==> config.mk <==
export PLATFORM = sky130hd
export DESIGN_NAME = mem_controller
export DESIGN_NICKNAME = d
export VERILOG_FILES = /design/src/rtl/mem_ctrl_pkg.sv /design/src/rtl/mem_ctrl_arbiter.sv /design/src/rtl/mem_controller.sv
export SDC_FILE = /design/constraint.sdc
export NUM_CORES = 1
export LEC_CHECK = 0
export ABC_AREA = 1
export CORE_MARGIN = 2
export CORE_UTILIZATION = 48
export DETAILED_ROUTE_END_ITERATION = 8
export GPL_TIMING_DRIVEN = 0
export PLACE_DENSITY = 0.79
export SYNTH_ARGS = -nofsm -noshare
export SYNTH_HDL_FRONTEND = slang
export SYNTH_SLANG_ARGS = --single-unit
==> constraint.sdc <==
create_clock -name clk -period 2.8 [get_ports clk]
set_input_delay 0.28 -clock clk [delete_from_list [all_inputs] [get_ports clk]]
set_output_delay 0.28 -clock clk [all_outputs]
set_load 0.03 [all_outputs]
==> src/rtl/mem_ctrl_pkg.sv <==
// mem_ctrl_pkg: channel state encoding and sizing helper shared by the
// memory controller and its arbiter.
package mem_ctrl_pkg;

  typedef enum logic [1:0] {
    IDLE,
    READ_WAITING,
    WRITE_WAITING,
    RELAYING
  } chan_state_t;

  // Owner index width, $clog2(NUM_CONSUMERS), kept at least one bit wide.
  function automatic int unsigned owner_bits(input int unsigned n);
    return (n > 1) ? $clog2(n) : 1;
  endfunction

endpackage

==> src/rtl/mem_ctrl_arbiter.sv <==
// mem_ctrl_arbiter: picks one pending consumer, scanning upward from the
// pointer with wrap-around. A pointer tied to zero gives fixed priority.
module mem_ctrl_arbiter
  import mem_ctrl_pkg::*;
#(
  parameter int unsigned NUM_CONSUMERS = 8,
  parameter int unsigned PTR_BITS      = 3
) (
  input  logic [NUM_CONSUMERS-1:0] pending,
  input  logic [PTR_BITS-1:0]      pointer,
  output logic [NUM_CONSUMERS-1:0] grant,
  output logic                     valid
);

  // First pending consumer at or after the pointer wins.
  always_comb begin
    int unsigned idx;
    idx   = 0;
    grant = '0;
    valid = 1'b0;
    for (int unsigned i = 0; i < NUM_CONSUMERS; i++) begin
      idx = (32'(pointer) + i) % NUM_CONSUMERS;
      if (!valid && pending[idx]) begin
        grant[idx] = 1'b1;
        valid      = 1'b1;
      end
    end
  end

endmodule

==> src/rtl/mem_controller.sv <==
// mem_controller: arbitrates consumer load/store requests onto memory
// channels; each channel runs IDLE -> *_WAITING -> RELAYING -> IDLE.
// Optional macro MEM_CTRL_ROUND_ROBIN_EN: rotating arbitration pointer
// instead of fixed lowest-index priority.
module mem_controller
  import mem_ctrl_pkg::*;
#(
  parameter int unsigned NUM_CONSUMERS = 8,
  parameter int unsigned NUM_CHANNELS  = 4,
  parameter int unsigned ADDR_BITS     = 8,
  parameter int unsigned DATA_BITS     = 8
) (
  input  logic                               clk,
  input  logic                               reset,
  input  logic [NUM_CONSUMERS-1:0]           consumer_read_valid,
  input  logic [NUM_CONSUMERS*ADDR_BITS-1:0] consumer_read_address,
  output logic [NUM_CONSUMERS-1:0]           consumer_read_ready,
  output logic [NUM_CONSUMERS*DATA_BITS-1:0] consumer_read_data,
  input  logic [NUM_CONSUMERS-1:0]           consumer_write_valid,
  input  logic [NUM_CONSUMERS*ADDR_BITS-1:0] consumer_write_address,
  input  logic [NUM_CONSUMERS*DATA_BITS-1:0] consumer_write_data,
  output logic [NUM_CONSUMERS-1:0]           consumer_write_ready,
  output logic [NUM_CHANNELS-1:0]            mem_read_valid,
  output logic [NUM_CHANNELS*ADDR_BITS-1:0]  mem_read_address,
  input  logic [NUM_CHANNELS-1:0]            mem_read_ready,
  input  logic [NUM_CHANNELS*DATA_BITS-1:0]  mem_read_data,
  output logic [NUM_CHANNELS-1:0]            mem_write_valid,
  output logic [NUM_CHANNELS*ADDR_BITS-1:0]  mem_write_address,
  output logic [NUM_CHANNELS*DATA_BITS-1:0]  mem_write_data,
  input  logic [NUM_CHANNELS-1:0]            mem_write_ready
);

  localparam int unsigned OB = owner_bits(NUM_CONSUMERS);

  chan_state_t              state_q [NUM_CHANNELS];
  chan_state_t              state_d [NUM_CHANNELS];
  logic [OB-1:0]            owner_q [NUM_CHANNELS];
  logic [OB-1:0]            gidx    [NUM_CHANNELS];
  logic [NUM_CONSUMERS-1:0] mask    [NUM_CHANNELS];
  logic [NUM_CONSUMERS-1:0] grant   [NUM_CHANNELS];
  logic [NUM_CHANNELS-1:0]  gvalid, idle, claim, done, rel, is_read_q;
  logic [NUM_CONSUMERS-1:0] busy_q, pending;
  logic [OB-1:0]            ptr;

  assign pending = (consumer_read_valid | consumer_write_valid) & ~busy_q;
  assign mask[0] = pending;

  // Each channel sees the pending mask minus whatever lower idle channels grant
  // this cycle, so one consumer is never claimed twice.
  for (genvar c = 0; c < NUM_CHANNELS; c++) begin : g_chan
    assign idle[c] = (state_q[c] == IDLE);
    mem_ctrl_arbiter #(
      .NUM_CONSUMERS(NUM_CONSUMERS),
      .PTR_BITS     (OB)
    ) u_arb (
      .pending(mask[c]),
      .pointer(ptr),
      .grant  (grant[c]),
      .valid  (gvalid[c])
    );
    if (c + 1 < NUM_CHANNELS) begin : g_next
      assign mask[c+1] = mask[c] & ~(idle[c] ? grant[c] : '0);
    end
  end

`ifdef MEM_CTRL_ROUND_ROBIN_EN
  logic [OB-1:0] ptr_q, ptr_d;
  assign ptr = ptr_q;

  // Pointer moves one past the consumer granted by the highest claiming channel.
  always_comb begin
    ptr_d = ptr_q;
    for (int unsigned c = 0; c < NUM_CHANNELS; c++) begin
      if (claim[c]) begin
        ptr_d = (32'(gidx[c]) == NUM_CONSUMERS - 1) ? '0 : gidx[c] + OB'(1);
      end
    end
  end

  // Rotating pointer register.
  always_ff @(posedge clk) begin
    if (reset) ptr_q <= '0;
    else       ptr_q <= ptr_d;
  end
`else
  assign ptr = '0;
`endif

  // Per-channel next state and claim/complete/release strobes.
  always_comb begin
    for (int unsigned c = 0; c < NUM_CHANNELS; c++) begin
      state_d[c] = state_q[c];
      claim[c]   = 1'b0;
      done[c]    = 1'b0;
      rel[c]     = 1'b0;
      gidx[c]    = '0;
      for (int unsigned i = 0; i < NUM_CONSUMERS; i++) begin
        if (grant[c][i]) gidx[c] = OB'(i);
      end
      unique case (state_q[c])
        IDLE: if (gvalid[c]) begin
          claim[c]   = 1'b1;
          state_d[c] = consumer_read_valid[gidx[c]] ? READ_WAITING : WRITE_WAITING;
        end
        READ_WAITING: if (mem_read_ready[c]) begin
          done[c]    = 1'b1;
          state_d[c] = RELAYING;
        end
        WRITE_WAITING: if (mem_write_ready[c]) begin
          done[c]    = 1'b1;
          state_d[c] = RELAYING;
        end
        RELAYING: if (is_read_q[c] ? !consumer_read_valid[owner_q[c]]
                                   : !consumer_write_valid[owner_q[c]]) begin
          rel[c]     = 1'b1;
          state_d[c] = IDLE;
        end
        default: state_d[c] = IDLE;
      endcase
    end
  end

  // State, ownership and all registered outputs.
  always_ff @(posedge clk) begin
    if (reset) begin
      for (int unsigned c = 0; c < NUM_CHANNELS; c++) begin
        state_q[c] <= IDLE;
        owner_q[c] <= '0;
      end
      is_read_q            <= '0;
      busy_q               <= '0;
      consumer_read_ready  <= '0;
      consumer_read_data   <= '0;
      consumer_write_ready <= '0;
      mem_read_valid       <= '0;
      mem_read_address     <= '0;
      mem_write_valid      <= '0;
      mem_write_address    <= '0;
      mem_write_data       <= '0;
    end else begin
      for (int unsigned c = 0; c < NUM_CHANNELS; c++) begin
        state_q[c] <= state_d[c];
        if (claim[c]) begin
          owner_q[c]        <= gidx[c];
          busy_q[gidx[c]]   <= 1'b1;
          is_read_q[c]      <= consumer_read_valid[gidx[c]];
          if (consumer_read_valid[gidx[c]]) begin
            mem_read_valid[c] <= 1'b1;
            mem_read_address[c*ADDR_BITS +: ADDR_BITS] <=
              consumer_read_address[32'(gidx[c])*ADDR_BITS +: ADDR_BITS];
          end else begin
            mem_write_valid[c] <= 1'b1;
            mem_write_address[c*ADDR_BITS +: ADDR_BITS] <=
              consumer_write_address[32'(gidx[c])*ADDR_BITS +: ADDR_BITS];
            mem_write_data[c*DATA_BITS +: DATA_BITS] <=
              consumer_write_data[32'(gidx[c])*DATA_BITS +: DATA_BITS];
          end
        end
        if (done[c]) begin
          if (is_read_q[c]) begin
            mem_read_valid[c]                <= 1'b0;
            consumer_read_ready[owner_q[c]]  <= 1'b1;
            consumer_read_data[32'(owner_q[c])*DATA_BITS +: DATA_BITS] <=
              mem_read_data[c*DATA_BITS +: DATA_BITS];
          end else begin
            mem_write_valid[c]               <= 1'b0;
            consumer_write_ready[owner_q[c]] <= 1'b1;
          end
        end
        if (rel[c]) begin
          busy_q[owner_q[c]] <= 1'b0;
          if (is_read_q[c]) consumer_read_ready[owner_q[c]]  <= 1'b0;
          else              consumer_write_ready[owner_q[c]] <= 1'b0;
        end
      end
    end
  end

endmodule

==> metrics.txt, run 1 <==
tool error message=[ERROR GRT-0232] Routing congestion too high. Check the congestion heatmap in the GUI.; number of distinct library cells after synthesis=between 60 and 70; GRT overflow=76; number of instances in the synthesized netlist=approximately 3500; height of the die=approximately 210 um; netlist area before placement=about 21000 sq um; Clock Root Buffer=clkbuf_16; initial core utilization=between 40% and 50%; largest buffer count on any clock path=3; die width=~210 um; Hold Buf Count CTS=0; Simple-Gate Fraction of Synth Area=33.05%; main combinational cell family by area after synthesis=simple AND/OR/NAND/NOR gates; synthesized netlist net count=roughly 3800; category of the worst endpoint=sequential cell input; Placer Congestion=1.187; Crit. endpoint post-GRT repair=mem_read_address[23]$_SDFFE_PP0P_/D; most instantiated flip-flop cell in the synthesis netlist=dfxtp_1; number of enable-type register cells in the synthesized netlist=12; share of synthesized area spent on multiplexers=less than 1%; dpl hpwl=between 90 and 100 mm; Num CTS Buffers=26; result of the run=aborted with a tool error; adder-cell area share of the yosys netlist=between 2 and 2.5%; Async SR Flop Fraction=0%; largest net degree at the start of global routing=14; post-synthesis average cell area=approximately 5.8 sq um; Synth Area in XOR/XNOR=0%; standard-cell rows=between 70 and 80; Sinks on Clock Net=216; IO Pins=roughly 430; register area share after synthesis=21.63%; post-synthesis compound-gate area fraction=a little under a third; stage where the run ended=global routing; Syn. warnings=0; Port-buffer cells=430; number of levels in the clock H-tree=1; count of state elements after synthesis=216; overall fraction of global-route tracks in use=between 70% and 80%; Placed Instance Area=around 26000 sq um
synth_stat cells, types with 11 or more instances:
cell type | instances | area share [%]
o21ai_0 | 477 | 12
o21ai_1 | 28 | 0.68
a211oi_1 | 34 | 1.2
nor3_1 | 113 | 2.8
nand3b_1 | 11 | 0.40
a21oi_1 | 296 | 7.2
nand4_1 | 32 | 0.97
o22ai_1 | 52 | 1.6
dfxtp_1 | 204 | 20
inv_2 | 12 | 0.22
a31oi_1 | 19 | 0.58
buf_1 | 12 | 0.22
a221oi_1 | 19 | 0.81
edfxtp_1 | 12 | 1.8
inv_1 | 330 | 6.0
nor2_2 | 28 | 0.85
nand3_1 | 150 | 3.7
clkbuf_1 | 122 | 2.2
buf_4 | 12 | 0.44
ha_1 | 33 | 2.0
o32ai_1 | 24 | 1.0
o211ai_1 | 98 | 3.6
buf_2 | 46 | 1.1
nor2_1 | 562 | 10
nand2_2 | 30 | 0.91
a22oi_1 | 11 | 0.40
mux2i_1 | 11 | 0.54
clkinv_1 | 13 | 0.24
o31ai_1 | 15 | 0.55
nand2_1 | 624 | 11
layer usage:
layer,global-route usage (%),GRT overflow
met1,73.72,0
met2,90.58,29
met4,71.78,44
met5,21.13,1
met3,56.99,2
cells by family after synthesis:
group	Yosys count
and+or+nand+nor	1584
buffers and inverters	563
muxes	11
AOI/OAI and AO/OA	1120
DFF	216
adders and majority gates	33
timing repair:
item,4_1_cts
setup endpoints to repair,215
buffers inserted,128
endpoints found under the hold margin,0
resized for setup,744
pin swaps,133
cloned,12
per-stage QoR:
step / instances / setup WS (ps)
floorplan: 3527 / 8.026
global placement: 4496 / -2094
detailed placement: 4496 / -2158
CTS: 4679 / -307.8
==> run 2: changes to the inputs <==
Settings changed: CORE_UTILIZATION 48 to 35, PLACE_DENSITY 0.79 to not set, PLACE_DENSITY_LB_ADDON set to 0.15.
Clock period 2.8 ns to 3.64 ns, I/O delays scaled along.
==> run 2 against run 1 <==
Effect of this change: the run now ends clean; area after synthesis unchanged; synthesized cell count unchanged.
==> metrics.txt, run 2 <==
result of the run=completed; fraction of synthesized cell area taken by the top area cell type=19.87% (unchanged); Port-buffer cells=430 (unchanged); cell with the largest stage delay on the worst path=dlygate4sd2_1; total of endpoints with negative setup slack in the final report=0; type of the worst min-delay path=input pin to flip-flop; count leader, synth=nand2_1; total power divided by cell area=about 1300 nW/um^2; height of the die=246.3 um (+17%); core outline area=about 58000 sq um; largest fanout on the critical path=10; standard-cell rows=88 (+17%); most repeated library cell on the critical path=nand2_1; routed length per placed instance=slightly below 30 um; total die area=~61000 sq um; Logic pwr share=between 80% and 90%; share of the cycle needed by the critical path after routing=between 90 and 100%; number of distinct library cells after synthesis=63 (unchanged); number of instances in the synthesized netlist=3527 (unchanged); Syn. warnings=0 (unchanged); Sinks on Clock Net=216 (unchanged); number of enable-type register cells in the synthesized netlist=12 (unchanged); dominant delay contributor by cell family on the critical path=buffers and inverters; startpoint of the most critical register-to-register path=busy_q[3]; dpl hpwl=107.8 mm (+12%); fraction of final layout cells with drive strength greater than 1=between 10% and 20%; WHS Path Cells=4; largest net degree at the start of global routing=15; post-layout min period=around 3600 ps; DRC Markers=0; Setup crit end kind=flip-flop; Maximum Capacitance Violations=0; clock share of power=8.2%; antenna violations before repair=11; GRT overflow=0; flip-flop count of the largest register, all copies and words added=64; most instantiated flip-flop cell in the synthesis netlist=dfxtp_1; number of filler instances in the final layout=6338; initial core utilization=35.48% (-13 points); switching portion of total power=63.39%; worst clock skew=roughly 30 ps; Clock transition at path regs=around 60 ps; Pint=approximately 13000 uW; transition time at the pin with the least slew margin=roughly 1200 ps; area occupied by multi-input gates=roughly 14000 sq um; Hold Vio Cnt, Final=0; die width=246.3 um (+17%); met3 track utilization from global routing=10.68%; overall power after layout=roughly 35000 uW; netlist area before placement=20550 sq um (unchanged); TritonCTS clock tree=done; total number of vias=roughly 30000; reg2reg setup slack=about 30 ps; Area Overhead vs Synth=35.94%; Sequential Area=between 4000 and 5000 sq um; register area share after synthesis=21.63% (unchanged); number of levels in the clock H-tree=1 (unchanged); global-route wire length before repair=a little under 200 mm; nature of the critical path startpoint=input pin; post-synthesis average cell area=5.826 sq um (unchanged); setup tns final=0 ps; Worst Min Path Start=reset; IO Pins=434 (unchanged); cell breakdown of the critical path=dlygate4sd2_1 > o21ai_2 > nand2_1 > inv_1 > nor2_4 > clkinvlp_4 > nand2_1 > nor2_1 > nand2_1 > inv_1 > clkbuf_1 > o21ai_0 > a21oi_1 > nor3_1 > a21oi_1; grt met1 use=about half; NumNets Final=4310; most common cell after layout, fill and taps aside=nand2_1; largest area contributor in the netlist=dfxtp_1; top achievable clock speed=0.2759 GHz; detailed router's first-iteration violation count=a little over 4000; ratio of routed vias to standard cells=approximately 6.2; number of iterations in the first detailed-routing pass=6; count of state elements after synthesis=216 (unchanged); overall fraction of global-route tracks in use=between 40 and 50%; Async SR Flop Fraction=0% (unchanged); Hold Buf Count CTS=0 (unchanged); largest buffer count on any clock path=3 (unchanged); worst voltage drop across the vdd grid=1028 uV; logic depth of the worst register-to-register path=15; Pins Over Slew Limit=0; Placer Congestion=1.075 (-9.4%); total wire length=139.6 mm; synthesized netlist net count=3810 (unchanged); worst flop-to-flop path endpoint=mem_write_data[0]; end point of the most critical hold path=consumer_read_data[39]; relative max-transition margin=between 15 and 20%; Clock Root Buffer=clkbuf_16; Reg with most FFs=consumer_read_data; required time of the worst setup path=4090 ps; top cells by area in the synthesized netlist=dfxtp_1, o21ai_0, nand2_1, nor2_1, a21oi_1; most used cells in the layout excluding fill and tap cells=nand2_1, nor2_1, o21ai_0; routing usage on met2=about 69%; Num CTS Buffers=28 (+7.7%); Setup Crit Path Kind=input pin to flip-flop; remaining number of nets flagged by the antenna check after routing=0; Sequential Power Share=9.7%; leading post-synthesis cells by instance count=nand2_1, nor2_1, o21ai_0; switching component of the power=22370 uW; CP Data Arrival Time=4070 ps; leakage dissipation=0.01143 uW; buffers and inverters on the worst path=5; via count of the first global-routing pass=27720; Top Usage Layer GRT=met2; insertion delay of the later-clocked pin in the worst-skew pair=about 610 ps; Worst path max stage delay=roughly 570 ps
## run 2: cell counts after synthesis
Identical to the previous run, type by type.
## run 2: final cells by class
cell class / count / share of cell area, %
clock inverters: 15 / 0.5734
clock buffers: 37 / 2.773
multi-input cells: 2748 / 51.32
repair inverters: 2 / 0.03583
flip-flops and latches: 216 / 15.91
well taps: 765 / 3.427
plain buffers: 206 / 4.461
repair buffers: 470 / 16.59
diodes: 5 / 0.04479
inverters: 355 / 4.864
## run 2: kinds of logic (layout without fill, tap and decap cells)
kind of cell	after synthesis	count (layout)	synth area share (%)
and+or+nand+nor	1584	1584	33.05
AOI/OAI and AO/OA	1120	1120	31.38
buffers and inverters	563	1085	11.40
DFF	216	216	21.63
adders and majority gates	33	33	2.009
muxes	11	11	0.5359
other	0	5	0
## run 2: repair_timing
action | 4_1_cts | 5_1_grt
endpoints found under the setup margin | 173 | 185
gates cloned | 0 | 3
pin swaps | 10 | 28
setup buffers | 8 | 30
resized for setup | 132 | 197
## run 2: per-stage QoR
stage	utilization [%]	instances	hold WS [ps]	setup slack (ps)	cell area (sq um)
2_1_floorplan	-	3527	478.4	677.7	20550
4_1_cts	46.99	4782	368.4	8.658	27210
3_3_place_gp	44.56	4722	456.4	-1569	25810
3_5_place_dp	44.59	4723	464.6	-1599	25820
6_report	48.23	4819	397.5	14.87	27930
5_1_grt	48.21	4814	457.3	-25.81	27920
## run 2: how the worst max path moves through the flow
stage | from | to | depth (start not counted)
3_3_place_gp | consumer_read_valid[3] | mem_write_data[14] | 22
6_report | consumer_read_valid[3] | mem_write_data[0] | 15
4_1_cts | consumer_write_valid[1] | mem_write_address[5] | 17
5_1_grt | state_q[0][1] | mem_read_address[15] | 17
2_1_floorplan | owner_q[0][1] | consumer_read_data[53] | 15
3_5_place_dp | consumer_read_valid[3] | mem_write_data[14] | 22
## run 2: layer usage
metal	up-vias	share of wire (%)	wire, um
met3	711	12	16190
met4	12	9.8	13630
met2	2389	43	60260
li1	13050	-	-
met5	-	0.055	77
met1	13490	35	49480
## run 2: power groups by stage
stage	clock [uW]	combinational, uW	sequential, uW
floorplan	0	13900	4160
global placement	0	25100	3460
detailed placement	0	25100	3460
CTS	2930	26100	3420
global route	2990	29700	3490
finish	2900	29000	3430
## run 2: worst register-to-register path, stage by stage, from the launching register on
cell and delay [ps]:
dfxtp_1 300, inv_1 110, o21ai_2 110, nand2_1 190
inv_1 110, nor2_4 260, clkinvlp_4 340, nand2_1 140
nor2_1 100, nand2_1 330, inv_1 250, clkbuf_1 390
o21ai_0 180, a21oi_1 100, nor3_1 430, a21oi_1 120
Power figures use the tool's default switching activity.
